### config.mk
export PLATFORM = sky130hd
export DESIGN_NAME = ysyx_25030093_axi_arbiter
export DESIGN_NICKNAME = d
export VERILOG_FILES = /design/src/rtl/ysyx_25030093_axi_arbiter.sv
export SDC_FILE = /design/constraint.sdc
export NUM_CORES = 1
export LEC_CHECK = 0
export ABC_AREA = 0
export CORE_AREA = 5 5 179 181
export CTS_CLUSTER_DIAMETER = 60
export DETAILED_ROUTE_END_ITERATION = 8
export DIE_AREA = 0 0 184 186
export PLACE_DENSITY = 0.48
export SETUP_SLACK_MARGIN = 0.5
export SYNTH_ARGS = -nofsm -noshare
export SYNTH_HDL_FRONTEND = slang
export SYNTH_SLANG_ARGS = --single-unit
export TNS_END_PERCENT = 1
### constraint.sdc
create_clock -name clock -period 1.9 [get_ports clock]
set_input_delay 0.38 -clock clock [delete_from_list [all_inputs] [get_ports clock]]
set_output_delay 0.38 -clock clock [all_outputs]
set_load 0.03 [all_outputs]
### src/rtl/ysyx_25030093_axi_arbiter.sv
// Two-master (IFU read-only, LSU read/write) to one-slave AXI4 arbiter.
// One transaction in flight; grant held from address phase to final response.
module ysyx_25030093_axi_arbiter #(
  parameter int unsigned AW           = 32,
  parameter int unsigned DW           = 32,
  parameter bit          LSU_PRIORITY = 1'b1
) (
  input  logic            clock,
  input  logic            reset,
  // IFU read
  input  logic            ifu_arvalid,
  input  logic [AW-1:0]   ifu_araddr,
  input  logic [3:0]      ifu_arid,
  input  logic [7:0]      ifu_arlen,
  input  logic [2:0]      ifu_arsize,
  input  logic [1:0]      ifu_arburst,
  output logic            ifu_arready,
  output logic            ifu_rvalid,
  output logic [DW-1:0]   ifu_rdata,
  output logic [1:0]      ifu_rresp,
  output logic            ifu_rlast,
  output logic [3:0]      ifu_rid,
  input  logic            ifu_rready,
  // LSU read
  input  logic            lsu_arvalid,
  input  logic [AW-1:0]   lsu_araddr,
  input  logic [3:0]      lsu_arid,
  input  logic [7:0]      lsu_arlen,
  input  logic [2:0]      lsu_arsize,
  input  logic [1:0]      lsu_arburst,
  output logic            lsu_arready,
  output logic            lsu_rvalid,
  output logic [DW-1:0]   lsu_rdata,
  output logic [1:0]      lsu_rresp,
  output logic            lsu_rlast,
  output logic [3:0]      lsu_rid,
  input  logic            lsu_rready,
  // LSU write
  input  logic            lsu_awvalid,
  input  logic [AW-1:0]   lsu_awaddr,
  input  logic [3:0]      lsu_awid,
  input  logic [7:0]      lsu_awlen,
  input  logic [2:0]      lsu_awsize,
  input  logic [1:0]      lsu_awburst,
  output logic            lsu_awready,
  input  logic            lsu_wvalid,
  input  logic [DW-1:0]   lsu_wdata,
  input  logic [DW/8-1:0] lsu_wstrb,
  input  logic            lsu_wlast,
  output logic            lsu_wready,
  output logic            lsu_bvalid,
  output logic [1:0]      lsu_bresp,
  output logic [3:0]      lsu_bid,
  input  logic            lsu_bready,
  // Slave-side master port
  output logic            m_arvalid,
  output logic [AW-1:0]   m_araddr,
  output logic [3:0]      m_arid,
  output logic [7:0]      m_arlen,
  output logic [2:0]      m_arsize,
  output logic [1:0]      m_arburst,
  input  logic            m_arready,
  input  logic            m_rvalid,
  input  logic [DW-1:0]   m_rdata,
  input  logic [1:0]      m_rresp,
  input  logic            m_rlast,
  input  logic [3:0]      m_rid,
  output logic            m_rready,
  output logic            m_awvalid,
  output logic [AW-1:0]   m_awaddr,
  output logic [3:0]      m_awid,
  output logic [7:0]      m_awlen,
  output logic [2:0]      m_awsize,
  output logic [1:0]      m_awburst,
  input  logic            m_awready,
  output logic            m_wvalid,
  output logic [DW-1:0]   m_wdata,
  output logic [DW/8-1:0] m_wstrb,
  output logic            m_wlast,
  input  logic            m_wready,
  input  logic            m_bvalid,
  input  logic [1:0]      m_bresp,
  input  logic [3:0]      m_bid,
  output logic            m_bready
);

  typedef enum logic [1:0] {IDLE, RD_IFU, RD_LSU, WR_LSU} state_e;

  state_e state_q, state_d;
  logic   ar_done_q, ar_done_d;
  logic   aw_done_q, aw_done_d;
  logic   lsu_last_q, lsu_last_d;

  always_ff @(posedge clock or negedge reset) begin
    if (!reset) begin
      state_q    <= IDLE;
      ar_done_q  <= 1'b0;
      aw_done_q  <= 1'b0;
      lsu_last_q <= 1'b0;
    end else begin
      state_q    <= state_d;
      ar_done_q  <= ar_done_d;
      aw_done_q  <= aw_done_d;
      lsu_last_q <= lsu_last_d;
    end
  end

  always_comb begin
    state_d     = state_q;
    lsu_last_d  = lsu_last_q;
    ifu_arready = 1'b0;
    ifu_rvalid  = 1'b0;
    ifu_rdata   = '0;
    ifu_rresp   = '0;
    ifu_rlast   = 1'b0;
    ifu_rid     = '0;
    lsu_arready = 1'b0;
    lsu_rvalid  = 1'b0;
    lsu_rdata   = '0;
    lsu_rresp   = '0;
    lsu_rlast   = 1'b0;
    lsu_rid     = '0;
    lsu_awready = 1'b0;
    lsu_wready  = 1'b0;
    lsu_bvalid  = 1'b0;
    lsu_bresp   = '0;
    lsu_bid     = '0;
    m_arvalid   = 1'b0;
    m_araddr    = '0;
    m_arid      = '0;
    m_arlen     = '0;
    m_arsize    = '0;
    m_arburst   = '0;
    m_rready    = 1'b0;
    m_awvalid   = 1'b0;
    m_awaddr    = '0;
    m_awid      = '0;
    m_awlen     = '0;
    m_awsize    = '0;
    m_awburst   = '0;
    m_wvalid    = 1'b0;
    m_wdata     = '0;
    m_wstrb     = '0;
    m_wlast     = 1'b0;
    m_bready    = 1'b0;

    case (state_q)
      IDLE: begin
        // Round-robin only breaks a simultaneous read tie; writes always go first.
        if (lsu_awvalid || lsu_wvalid)        state_d = WR_LSU;
        else if (lsu_arvalid && ifu_arvalid)  state_d = (LSU_PRIORITY || !lsu_last_q) ? RD_LSU : RD_IFU;
        else if (lsu_arvalid)                 state_d = RD_LSU;
        else if (ifu_arvalid)                 state_d = RD_IFU;
        if (state_d != IDLE) lsu_last_d = (state_d != RD_IFU);
      end
      RD_IFU: begin
        m_arvalid   = ifu_arvalid & ~ar_done_q;
        m_araddr    = ifu_araddr;
        m_arid      = ifu_arid;
        m_arlen     = ifu_arlen;
        m_arsize    = ifu_arsize;
        m_arburst   = ifu_arburst;
        ifu_arready = m_arready & ~ar_done_q;
        ifu_rvalid  = m_rvalid;
        ifu_rdata   = m_rdata;
        ifu_rresp   = m_rresp;
        ifu_rlast   = m_rlast;
        ifu_rid     = m_rid;
        m_rready    = ifu_rready;
        if (m_rvalid && m_rready && m_rlast) state_d = IDLE;
      end
      RD_LSU: begin
        m_arvalid   = lsu_arvalid & ~ar_done_q;
        m_araddr    = lsu_araddr;
        m_arid      = lsu_arid;
        m_arlen     = lsu_arlen;
        m_arsize    = lsu_arsize;
        m_arburst   = lsu_arburst;
        lsu_arready = m_arready & ~ar_done_q;
        lsu_rvalid  = m_rvalid;
        lsu_rdata   = m_rdata;
        lsu_rresp   = m_rresp;
        lsu_rlast   = m_rlast;
        lsu_rid     = m_rid;
        m_rready    = lsu_rready;
        if (m_rvalid && m_rready && m_rlast) state_d = IDLE;
      end
      WR_LSU: begin
        m_awvalid   = lsu_awvalid & ~aw_done_q;
        m_awaddr    = lsu_awaddr;
        m_awid      = lsu_awid;
        m_awlen     = lsu_awlen;
        m_awsize    = lsu_awsize;
        m_awburst   = lsu_awburst;
        lsu_awready = m_awready & ~aw_done_q;
        m_wvalid    = lsu_wvalid;
        m_wdata     = lsu_wdata;
        m_wstrb     = lsu_wstrb;
        m_wlast     = lsu_wlast;
        lsu_wready  = m_wready;
        lsu_bvalid  = m_bvalid;
        lsu_bresp   = m_bresp;
        lsu_bid     = m_bid;
        m_bready    = lsu_bready;
        if (m_bvalid && m_bready) state_d = IDLE;
      end
      default: state_d = IDLE;
    endcase

    // Address-accepted flags live for one grant and clear on release.
    ar_done_d = (state_d == IDLE) ? 1'b0 : (ar_done_q | (m_arvalid & m_arready));
    aw_done_d = (state_d == IDLE) ? 1'b0 : (aw_done_q | (m_awvalid & m_awready));
  end

endmodule

---- Yosys cells after proc, flatten, opt, wreduce, memory -nomap -nowiden ----
Cells that the tools add are included.
operators by class
  eq/ne operators ......................... 3
  mux-type cells .......................... 45
  bitwise logic cells ..................... 11
  reductions and logical operators ........ 9
operator list
  kind                  count
  $mux W32              4
  $pmux W32 S2          1
  $mux W2               11
  $mux W4               5
  $pmux W8 S2           1
  $mux W1               15
  $mux W8               1
  $pmux W2 S4           1
  $pmux W4 S2           1
  $and A1 B1 Y1         7
  $logic_and A1 B1 Y1   6
  $pmux W3 S2           1
  $eq A2 B2 Y1 const B  2
  $logic_not A2 Y1      2
  $pmux W1 S2           2
  $pmux W2 S2           1
  $mux W3               1
  $eq A2 B1 Y1 const B  1
  $not A1 Y1            2
  $or A1 B1 Y1          2
  $logic_or A1 B1 Y1    1
word-level totals
  register bits after elaboration ......... 4
  bits of input ports ..................... 243
  output and inout port bits .............. 231
  logic and storage cells ................. 71

---- Longest topological paths before layout ----
Gate-level depths: netlist of run 1.
  depth in word-level cells ............... 7
  mapped depth ............................ 6
  mapped depth without buffers ............ 5

---- Worst setup path after synthesis of run 1 ----
No wires, ideal clock.
  path type ............................... reg-to-output
  from .................................... register state_q[0]
  to ...................................... output port m_araddr[0]
  data arrival time ....................... 1.515 ns
  data required time ...................... 1.520 ns
  slack ................................... 0.005 ns
  cell stages (with the launch flop) ...... 7
  path buffers ............................ 2
  cell sequence ........................... dfrtp_1 > inv_1 > ha_1 > buf_4 > buf_4 > a22oi_1 > nor2b_1
on the way
  cells in the longest elaborated chain, start to end .. 2
  elaborated cells between the ends (all ways) .. 3
  classes of those cells .................. eq/ne: 2; mux: 1
RTL lines
  item                                          RTL line  source
  from (decl)                                   89        state_e state_q, state_d;
  from (signal assigned)                        101       state_q <= state_d;
  $eq A2 B2 Y1 or $eq A2 B1 Y1 (tied branches)  147       case (state_q)
  $pmux W32 S2 *                                147
  to (decl)                                     57        output logic [AW-1:0] m_araddr,
Every way passes the cells marked *; elsewhere a longest branch is shown, timed or not.

---- Final worst setup path of run 1 ----
  from .................................... register state_q[1]
  to ...................................... output port m_araddr[27]
Same word-level chain as after synthesis.

==> results of run 1 <==
## layer usage
layer | wire [um] | global-route usage, % | vias to the layer above
li1 | - | - | 2129
met1 | 7808 | 11.29 | 2036
met2 | 13030 | 23.40 | 280
met3 | 2469 | 4.651 | 10
met4 | 250 | 1.656 | 0
met5 | 0 | 0 | -
## cells in the mapped netlist (2+ instances only)
master | count | area share, %
ha_1 | 4 | 2.2
and2_1 | 176 | 47
dfrtp_1 | 4 | 4.3
buf_2 | 5 | 1.1
and3b_1 | 4 | 1.5
buf_4 | 8 | 2.6
inv_1 | 2 | 0.32
nand2_1 | 4 | 0.65
nor2_1 | 2 | 0.32
nand3_1 | 2 | 0.43
a22oi_1 | 50 | 16
a31oi_1 | 2 | 0.54
clkbuf_1 | 22 | 3.6
a211oi_2 | 2 | 1.1
a21oi_1 | 3 | 0.65
nor2b_1 | 50 | 13
## state kept, by name, summed over array words and instances, names as in the netlist
register   cells
ar_done_q      1
state_q        2
aw_done_q      1
## final timing paths
path,start,to,slack (ns),cells past startpoint
worst min register to register,aw_done_q,aw_done_q,0.61,2
min in group clock,aw_done_q,aw_done_q,0.61,2
worst max-delay path,state_q[1],m_araddr[27],-0.16,6
worst max register to register,state_q[0],ar_done_q,0.29,5
max in group asynchronous,reset,state_q[1],1.29,1
worst min-delay path,reset,ar_done_q,0.39,1
## layout make-up
type	count	area, sq um	area share [%]
clock buffers	3	75.07	0.8203
inverters	2	7.507	0.08203
multi-input cells	306	2820	30.82
flip-flops and latches	4	101.3	1.107
well taps	396	495.5	5.414
repair buffers	521	5652	61.76
## through the flow
| step | setup WS, ns | setup TNS [ns] | total power [mW] | hold WS, ns |
|---|---|---|---|---|
| 5_1_grt | -0.2047 | -24.95 | 13.92 | 0.3987 |
| 3_3_place_gp | -0.04693 | -0.06377 | 11.15 | 0.6062 |
| 2_1_floorplan | 0.2422 | 0 | 6.694 | 0.08441 |
| 3_5_place_dp | -0.02209 | -0.02472 | 11.14 | 0.6083 |
| 4_1_cts | -0.1837 | -13.15 | 12.25 | 0.3898 |
| 6_report | -0.1557 | -8.150 | 13.20 | 0.3897 |
## power by group through the flow
stage	combinational (mW)	sequential [mW]	clock, mW
global placement	11.0	0.167	0
global route	13.4	0.176	0.347
floorplan	6.54	0.153	0
detailed placement	11.0	0.166	0
CTS	11.7	0.169	0.339
finish	12.7	0.170	0.334
## what timing repair did
| action | CTS | global route |
|---|---|---|
| gates resized for setup | 74 | 53 |
| hold buffers | 0 | 0 |
| pin swaps | 11 | 35 |
| setup endpoints to repair | 235 | 235 |
| cloned | 2 | 8 |
| buffers inserted | 1 | 9 |
## layout by cell type, fill, tap and decap left out
cell / instances
a21oi_1: 3
clkdlybuf4s50_1: 242
buf_4: 132
o41ai_1: 1
nor2_4: 1
dfrtp_2: 1
nand3_1: 2
nor2_1: 1
inv_2: 2
a31oi_1: 2
and3_4: 1
o31ai_1: 1
dfrtp_1: 3
a32o_1: 1
nor2b_4: 49
mux2_2: 1
and2_2: 75
and2_4: 7
a221oi_4: 1
and3b_1: 3
o31a_2: 1
a22oi_2: 49
ha_4: 3
buf_12: 53
a211oi_2: 2
buf_6: 85
a22oi_1: 1
buf_16: 2
nand2_1: 4
nor2b_2: 1
buf_8: 1
clkbuf_16: 9
ha_2: 1
and2_1: 94
and3b_2: 1
## logic make-up (layout without fill, tap and decap cells)
logic type,after synthesis,in the layout,share of synthesized area [%]
buf+inv,38,526,7.750
mux,1,1,0.4844
fa+ha+maj,4,4,2.153
compound gates,62,62,21.10
flops,4,4,4.306
simple gates,239,239,64.21
==> reports/metrics.csv, run 1 <==
metric;value;unit
io_buffers;473;
stdcell_count;1232;
ir_worst_vdd;0.6512;mV
final_net_count;1085;
clk_pin_slew_worst_paths;0.03;ns
place.gp.congestion;0.7456;
dp.cells;1209;
synth_ff_type;dfrtp_1;
sw_frac_of_total;48.41;%
netlist-cell-type-count;24;
slowest_delay;0.43;ns
drcViolationCount;0;
clk_path_buf_depth;2;
antenna_found_initial;0;
synth_nets;595;
drt_iter0_markers;47;
cts_tree;done;
num_rows;64;
layout-drive-gt1-share;57.18;%
wl;23.56;mm
cp-start-kind;flop;
tightestPinTransition;0.3907;ns
status;complete, but fails checks;
drt_first_pass_iters;3;
start_util;7.680;%
fillers;3151;
rsz0062_at_grt;yes;
power.internal;6.813;mW
finalHoldViolCount;0;
cp_max_fo;6;
fin_crit_sh;108.2;%
violations;setup timing;
avgViaCountPerCell;3.616;
drv_slew;0;
slew_headroom;73.62;%
p_clk_share;2.5;%
antenna_left;0;
cp.required;1.52;ns
dpl.hpwl;19.17;mm
wl_per_cell;19.12;um
fin_ws;-0.1557;ns
clk_latency;0.22;ns
grt_overflow;0;
synth-edff-count;0;
fmax;486.5;MHz
finalCriticalPeriod;2.056;ns
cts_inserted_buffers;3;
die_y;186;um
syn_area_per_cell;6.680;sq um
finalSetupViolations;134;
synth_area;2325;sq um
h-tree-depth;1;
min_path_type;input port to asynchronous set/reset pin;
yosysWarnings;0;
p_per_area;1443;nW/um^2
clkSinkCount;4;
grt_pass1_vias;4722;
path_class;flop to primary output;
area_delta_synth_final;293.6;%
cp_cell_sequence;ha_4, buf_12, clkbuf_16, a22oi_2, nor2b_4, buf_6;
utilization;30.23;%
synth_seq_area_share;4.306;%
async_reset_ff_share;100.0;%
synthCells;348;
cap_violations;0;
finalInstanceArea;9151;sq um
combPwrFrac;96.2;%
arrival;1.68;ns
grt_pass1_wl;30.08;mm
io-pin-count;474;
place_area;8274;sq um
clock-skew-final;0.001649;ns
p_sw;6.392;mW
die-area;34220;sq um
power_frac_seq;1.3;%
crit_buf_inv;3;
end_kind;primary output;
dieWidth;184;um
diodes;0;
ys_seq_elements;4;
num_vias;4455;
coreArea;30270;sq um
critical_path.top_delay_family;buffers and inverters;
grt_use_total;11.62;%
grt_max_degree;40;
clock-root-buffer;clkbuf_16;
slowest_stage;dfrtp_2;
p_leak;3.893;nW
Power figures use the tool's default switching activity.
==> run 2, diff against run 1 <==
CORE_AREA = 3 3 182 184   (was 5 5 179 181)
DIE_AREA = 0 0 185 187   (was 0 0 184 186)
PLACE_DENSITY = 0.46   (was 0.48)
==> reports/metrics.csv, run 2 (synthesis gave the netlist of run 1 again) <==
metric;value;unit;change
status;complete, but fails checks;;
violations;setup timing;;
die-area;34600;sq um;+1.1%
utilization;29.04;%;-1.2 points
tightestPinTransition;0.3327;ns;-0.05801 ns
num_rows;65;;+1.6%
cts_hold_buffers;0;;unchanged
crit_buf_inv;3;;unchanged
drcViolationCount;0;;unchanged
wl_per_cell;18.44;um;-3.5%
final_cell_mix;clkdlybuf4s50_1 (241), buf_6 (124), buf_4 (87), and2_1 (76), and2_2 (59);;
path_class;flop to primary output;;
p_per_area;1414;nW/um^2;-2.0%
antenna_left;0;;unchanged
fin_setup_tns;-8.900;ns;-0.7493 ns
cp_max_fo;9;;+3
wl;22.61;mm;-4.0%
top_regs;state_q: 2 flops, ar_done_q: 1 flops, aw_done_q: 1 flops;;
ir_worst_vdd;0.6518;mV;+0.10%
num_vias;4441;;-0.31%
end_kind;primary output;;
grt_use_total;12.08;%;+0.45 points
io_buffers;473;;unchanged
min_path_type;input port to asynchronous set/reset pin;;
fin_ws;-0.1247;ns;+0.03097 ns
grt_overflow;0;;unchanged
clock-skew-final;0.0007242;ns;-0.0009244 ns
avgViaCountPerCell;3.622;;+0.17%
p_total;12.96;mW;-1.9%
dpl.hpwl;18.27;mm;-4.7%
arrival;1.64;ns;-0.04 ns
clk_pin_slew_worst_paths;0.03;ns;about the same
cp.required;1.52;ns;about the same
fin_crit_sh;106.6;%;-1.6 points
antenna_found_initial;1;;+1
largest_reg_flops;2;;unchanged
cts_inserted_buffers;3;;unchanged
clk_latency;0.22;ns;about the same
dieWidth;185;um;+0.54%
finalSetupViolations;155;;+16%
cpMostUsedCell;buf_4;;
rsz0062_at_grt;yes;;
cts_tree;done;;
p_leak;3.875;nW;-0.46%
fillers;3275;;+3.9%
layout-drive-gt1-share;57.84;%;+0.66 points
grt_max_degree;37;;-7.5%
finalCriticalPeriod;2.025;ns;-0.03097 ns
start_util;7.367;%;-0.31 points
finalInstanceArea;9163;sq um;+0.12%
io-pin-count;474;;unchanged
drt_first_pass_iters;4;;+1
coreArea;31560;sq um;+4.2%
area_delta_synth_final;294.1;%;
final_net_count;1072;;-1.2%
die_y;187;um;+0.54%
grt_pass1_wl;31.52;mm;+4.8%
dp.cells;1207;;-0.17%
grt_pass1_vias;4886;;+3.5%
clock-root-buffer;clkbuf_16;;
reg2reg_depth;5;;unchanged
place.gp.congestion;0.7475;;+0.25%
top_register;state_q;;
slowest_stage;dfrtp_1;;
place_area;8159;sq um;-1.4%
cp_cell_sequence;buf_4, ha_4, buf_4, a22oi_1, nor2b_4, buf_4;;
slowest_delay;0.39;ns;-0.04 ns
final_common_cell;clkdlybuf4s50_1;;
drt_iter0_markers;65;;+38%
reg2reg_to;ar_done_q;;
drv_slew;0;;unchanged
finalHoldViolCount;0;;unchanged
h-tree-depth;1;;unchanged
clkSinkCount;4;;unchanged
stdcell_count;1226;;-0.49%
fmax;493.9;MHz;+1.5%
cap_violations;0;;unchanged
rrSetupSlack;0.26;ns;-0.03 ns
cp-start-kind;flop;;
slew_headroom;77.82;%;+4.2 points
r2r_start;state_q[0];;
clk_path_buf_depth;2;;unchanged
critical_path.top_delay_family;buffers and inverters;;
## run 2: worst max path at each step
stage          slack (ns)  cells past startpoint   startpoint      endpoint
2_1_floorplan        0.24                      5   state_q[1]     m_arvalid
3_3_place_gp        -0.04                      5  lsu_arvalid     m_arvalid
3_5_place_dp        -0.04                      5  lsu_arvalid     m_arvalid
4_1_cts             -0.13                      6   state_q[0]  m_araddr[11]
5_1_grt             -0.21                      6   state_q[0]  m_araddr[23]
6_report            -0.12                      6   state_q[0]  m_araddr[26]
## run 2: area by class of cell
class / instances / area, sq um / share of cell area, %
Inverter: 2 / 7.507 / 0.08193
Multi-Input combinational cell: 306 / 2863 / 31.24
Clock buffer: 3 / 75.07 / 0.8193
Tap cell: 402 / 503.0 / 5.490
Sequential cell: 4 / 100.1 / 1.092
Timing Repair Buffer: 508 / 5612 / 61.25
Antenna cell: 1 / 2.502 / 0.02731
## run 2: repair_timing
item	in CTS	in global routing
cloned	6	0
endpoints found under the hold margin	0	0
setup endpoints to repair	235	235
gates resized for setup	167	28
buffers inserted	9	0
pin swaps	22	9
## run 2: stage by stage
stage | hold WS (ns) | setup WS, ns
after floorplan | 0.08441 | 0.2422
after global placement | 0.6016 | -0.03540
after detailed placement | 0.6069 | -0.04425
after CTS | 0.3776 | -0.1309
after global routing | 0.3859 | -0.2133
final | 0.3766 | -0.1247
## run 2: where the power goes
group	leakage [nW]	internal, mW	total (mW)	switching [mW]
combinational	3.79	6.26	12.5	6.20
sequential	0.0521	0.122	0.168	0.0456
clock	0.0370	0.269	0.326	0.0576
## run 2: layer usage
layer  track usage (%)  routed length, um  vias up
met4             1.356                107        0
met1             12.01               7674     2057
li1                  -                  -     2098
met3             3.695               2299        7
met2             24.71              12530      279
met5                 0                  0        -
==> run 3, diff against run 2 <==
DONT_BUFFER_PORTS = 1   (was not set)
PLACE_DENSITY = 0.3   (was 0.46)
==> reports/metrics.csv, run 3 (synthesis gave the netlist of run 1 again) <==
metric;value;unit;change
p_leak;2.341;nW;-40%
slew_headroom;75.23;%;-2.6 points
fin_setup_tns;-5.211;ns;+3.689 ns
drt_iter0_markers;86;;+32%
finalInstanceArea;6077;sq um;-34%
place_area;5239;sq um;-36%
wl;19.50;mm;-14%
dpl.hpwl;15.85;mm;-13%
slowest_delay;0.41;ns;+0.02 ns
reg2reg_depth;5;;unchanged
antenna_left;0;;unchanged
start_util;7.367;%;unchanged
clk_latency;0.22;ns;about the same
layout-drive-gt1-share;93.35;%;+36 points
grt_pass1_vias;3296;;-33%
ir_worst_vdd;0.7815;mV;+20%
fin_ws;-0.1236;ns;+0.001077 ns
sw_frac_of_total;52.27;%;+3.6 points
end_kind;primary output;;
drcViolationCount;0;;unchanged
slowest_stage;dfrtp_1;;
status;complete, but fails checks;;
crit_buf_inv;3;;unchanged
p_sw;5.947;mW;-5.7%
grt_use_total;9.455;%;-2.6 points
fmax;494.2;MHz;about the same
rsz0062_at_grt;yes;;
top_register;state_q;;
clock-root-buffer;clkbuf_16;;
path_class;flop to primary output;;
io_buffers;0;;-100%
cap_violations;0;;unchanged
p_per_area;1872;nW/um^2;+32%
drv_slew;0;;unchanged
cp-start-kind;flop;;
p_clk_share;2.8;%;+0.3 points
area_delta_synth_final;161.4;%;
violations;setup timing;;
fin_crit_sh;106.5;%;about the same
tightestPinTransition;0.3667;ns;+0.03407 ns
top_regs;state_q: 2 flops, ar_done_q: 1 flops, aw_done_q: 1 flops;;
r2r_start;state_q[1];;
cp_cell_sequence;buf_6, ha_4, buf_12, buf_16, a22oi_2, nor2b_4;;
grt_overflow;0;;unchanged
power_frac_seq;1.5;%;+0.2 points
cp_max_fo;8;;-1
min_to;state_q[0];;
clk_pin_slew_worst_paths;0.03;ns;about the same
clock-skew-final;0.0003515;ns;-0.0003726 ns
critical_path.top_delay_family;buffers and inverters;;
die_y;187;um;unchanged
cts_inserted_buffers;3;;unchanged
avgViaCountPerCell;3.749;;+3.5%
dieWidth;185;um;unchanged
finalHoldViolCount;0;;unchanged
p_total;11.38;mW;-12%
largest_reg_flops;2;;unchanged
clkSinkCount;4;;unchanged
cts_tree;done;;
h-tree-depth;1;;unchanged
clk_path_buf_depth;2;;unchanged
rrSetupSlack;0.27;ns;about the same
num_vias;3145;;-29%
combPwrFrac;95.7;%;-0.5 points
io-pin-count;474;;unchanged
min_path_cells;2;;
hp-start;lsu_arvalid;;
final_cell_mix;and2_4 (137), buf_12 (93), nor2b_4 (49), a22oi_2 (41), and2_2 (39);;
die-area;34600;sq um;unchanged
reg2reg_to;ar_done_q;;
place.gp.congestion;0.7328;;-2.0%
cp.required;1.52;ns;about the same
finalCriticalPeriod;2.024;ns;-0.001077 ns
drt_first_pass_iters;4;;unchanged
antenna_found_initial;1;;unchanged
finalSetupViolations;104;;-33%
min_path_type;input port to flop;;
grt_max_degree;64;;+73%
arrival;1.64;ns;about the same
power.internal;5.431;mW;-18%
wl_per_cell;23.24;um;+26%
final_net_count;685;;-36%
num_rows;65;;unchanged
coreArea;31560;sq um;unchanged
grt_pass1_wl;23.51;mm;-25%
final_common_cell;and2_4;;
[run 3: worst register-to-register path: cells and delay by family, from the launching register on]
family | cells | cell delay, ns
AO/OA/AOI/OAI | 2 | 0.29
adder cells (fa/ha/maj) | 1 | 0.27
buffers and inverters | 1 | 0.13
flip-flops | 1 | 0.41
multiplexers | 1 | 0.40
[run 3: timing repair]
item / CTS / global route
cloned: 4 / 5
pin swaps: 16 / 11
endpoints found under the setup margin: 235 / 235
resized for setup: 70 / 109
hold endpoints to repair: 4 / 0
setup buffers: 5 / 3
hold buffers: 1 / 0
[run 3: per-layer routing]
metal  vias up  routed length (um)  GRT usage [%]
met2       313               10650          19.09
met3        32                1977          2.781
met1      1476                5830          8.251
met4         0                1042          4.560
li1       1324                   -              -
met5         -                   0              0
[run 3: worst max path at each step]
stage / start / end / slack (ns) / depth (start not counted)
2_1_floorplan: state_q[1] / m_arvalid / 0.24 / 5
3_3_place_gp: state_q[1] / m_rready / 0.04 / 5
3_5_place_dp: state_q[1] / m_rready / -0.02 / 5
4_1_cts: state_q[1] / m_araddr[14] / -0.14 / 5
5_1_grt: state_q[1] / m_arid[1] / -0.19 / 6
6_report: state_q[1] / m_arlen[2] / -0.12 / 6
[run 3: power by group through the flow]
stage / Combinational [mW] / Clock [mW] / Sequential, mW
floorplan: 6.54 / 0 / 0.153
global placement: 9.13 / 0 / 0.165
detailed placement: 9.23 / 0 / 0.166
CTS: 10.2 / 0.327 / 0.167
global route: 11.3 / 0.331 / 0.174
finish: 10.9 / 0.323 / 0.169
[run 3: area by class of cell]
type / instances / area (sq um)
antenna: 1 / 2.502
clock buffer: 3 / 75.07
fill: 3409 / 25480
inverter: 2 / 7.507
multi-input combinational: 306 / 3077
sequential: 4 / 100.1
tap: 402 / 503.0
timing repair buffer: 121 / 2312
[run 3: per-stage QoR]
step / hold WS, ns / instances / util [%] / setup WS [ns]
floorplan: 0.08441 / 348 / - / 0.2422
global placement: 0.08509 / 817 / 16.60 / 0.04271
detailed placement: 0.08512 / 817 / 16.60 / -0.02282
CTS: 0.3930 / 830 / 17.85 / -0.1408
global route: 0.4030 / 839 / 19.26 / -0.1896
finish: 0.3908 / 839 / 19.26 / -0.1236
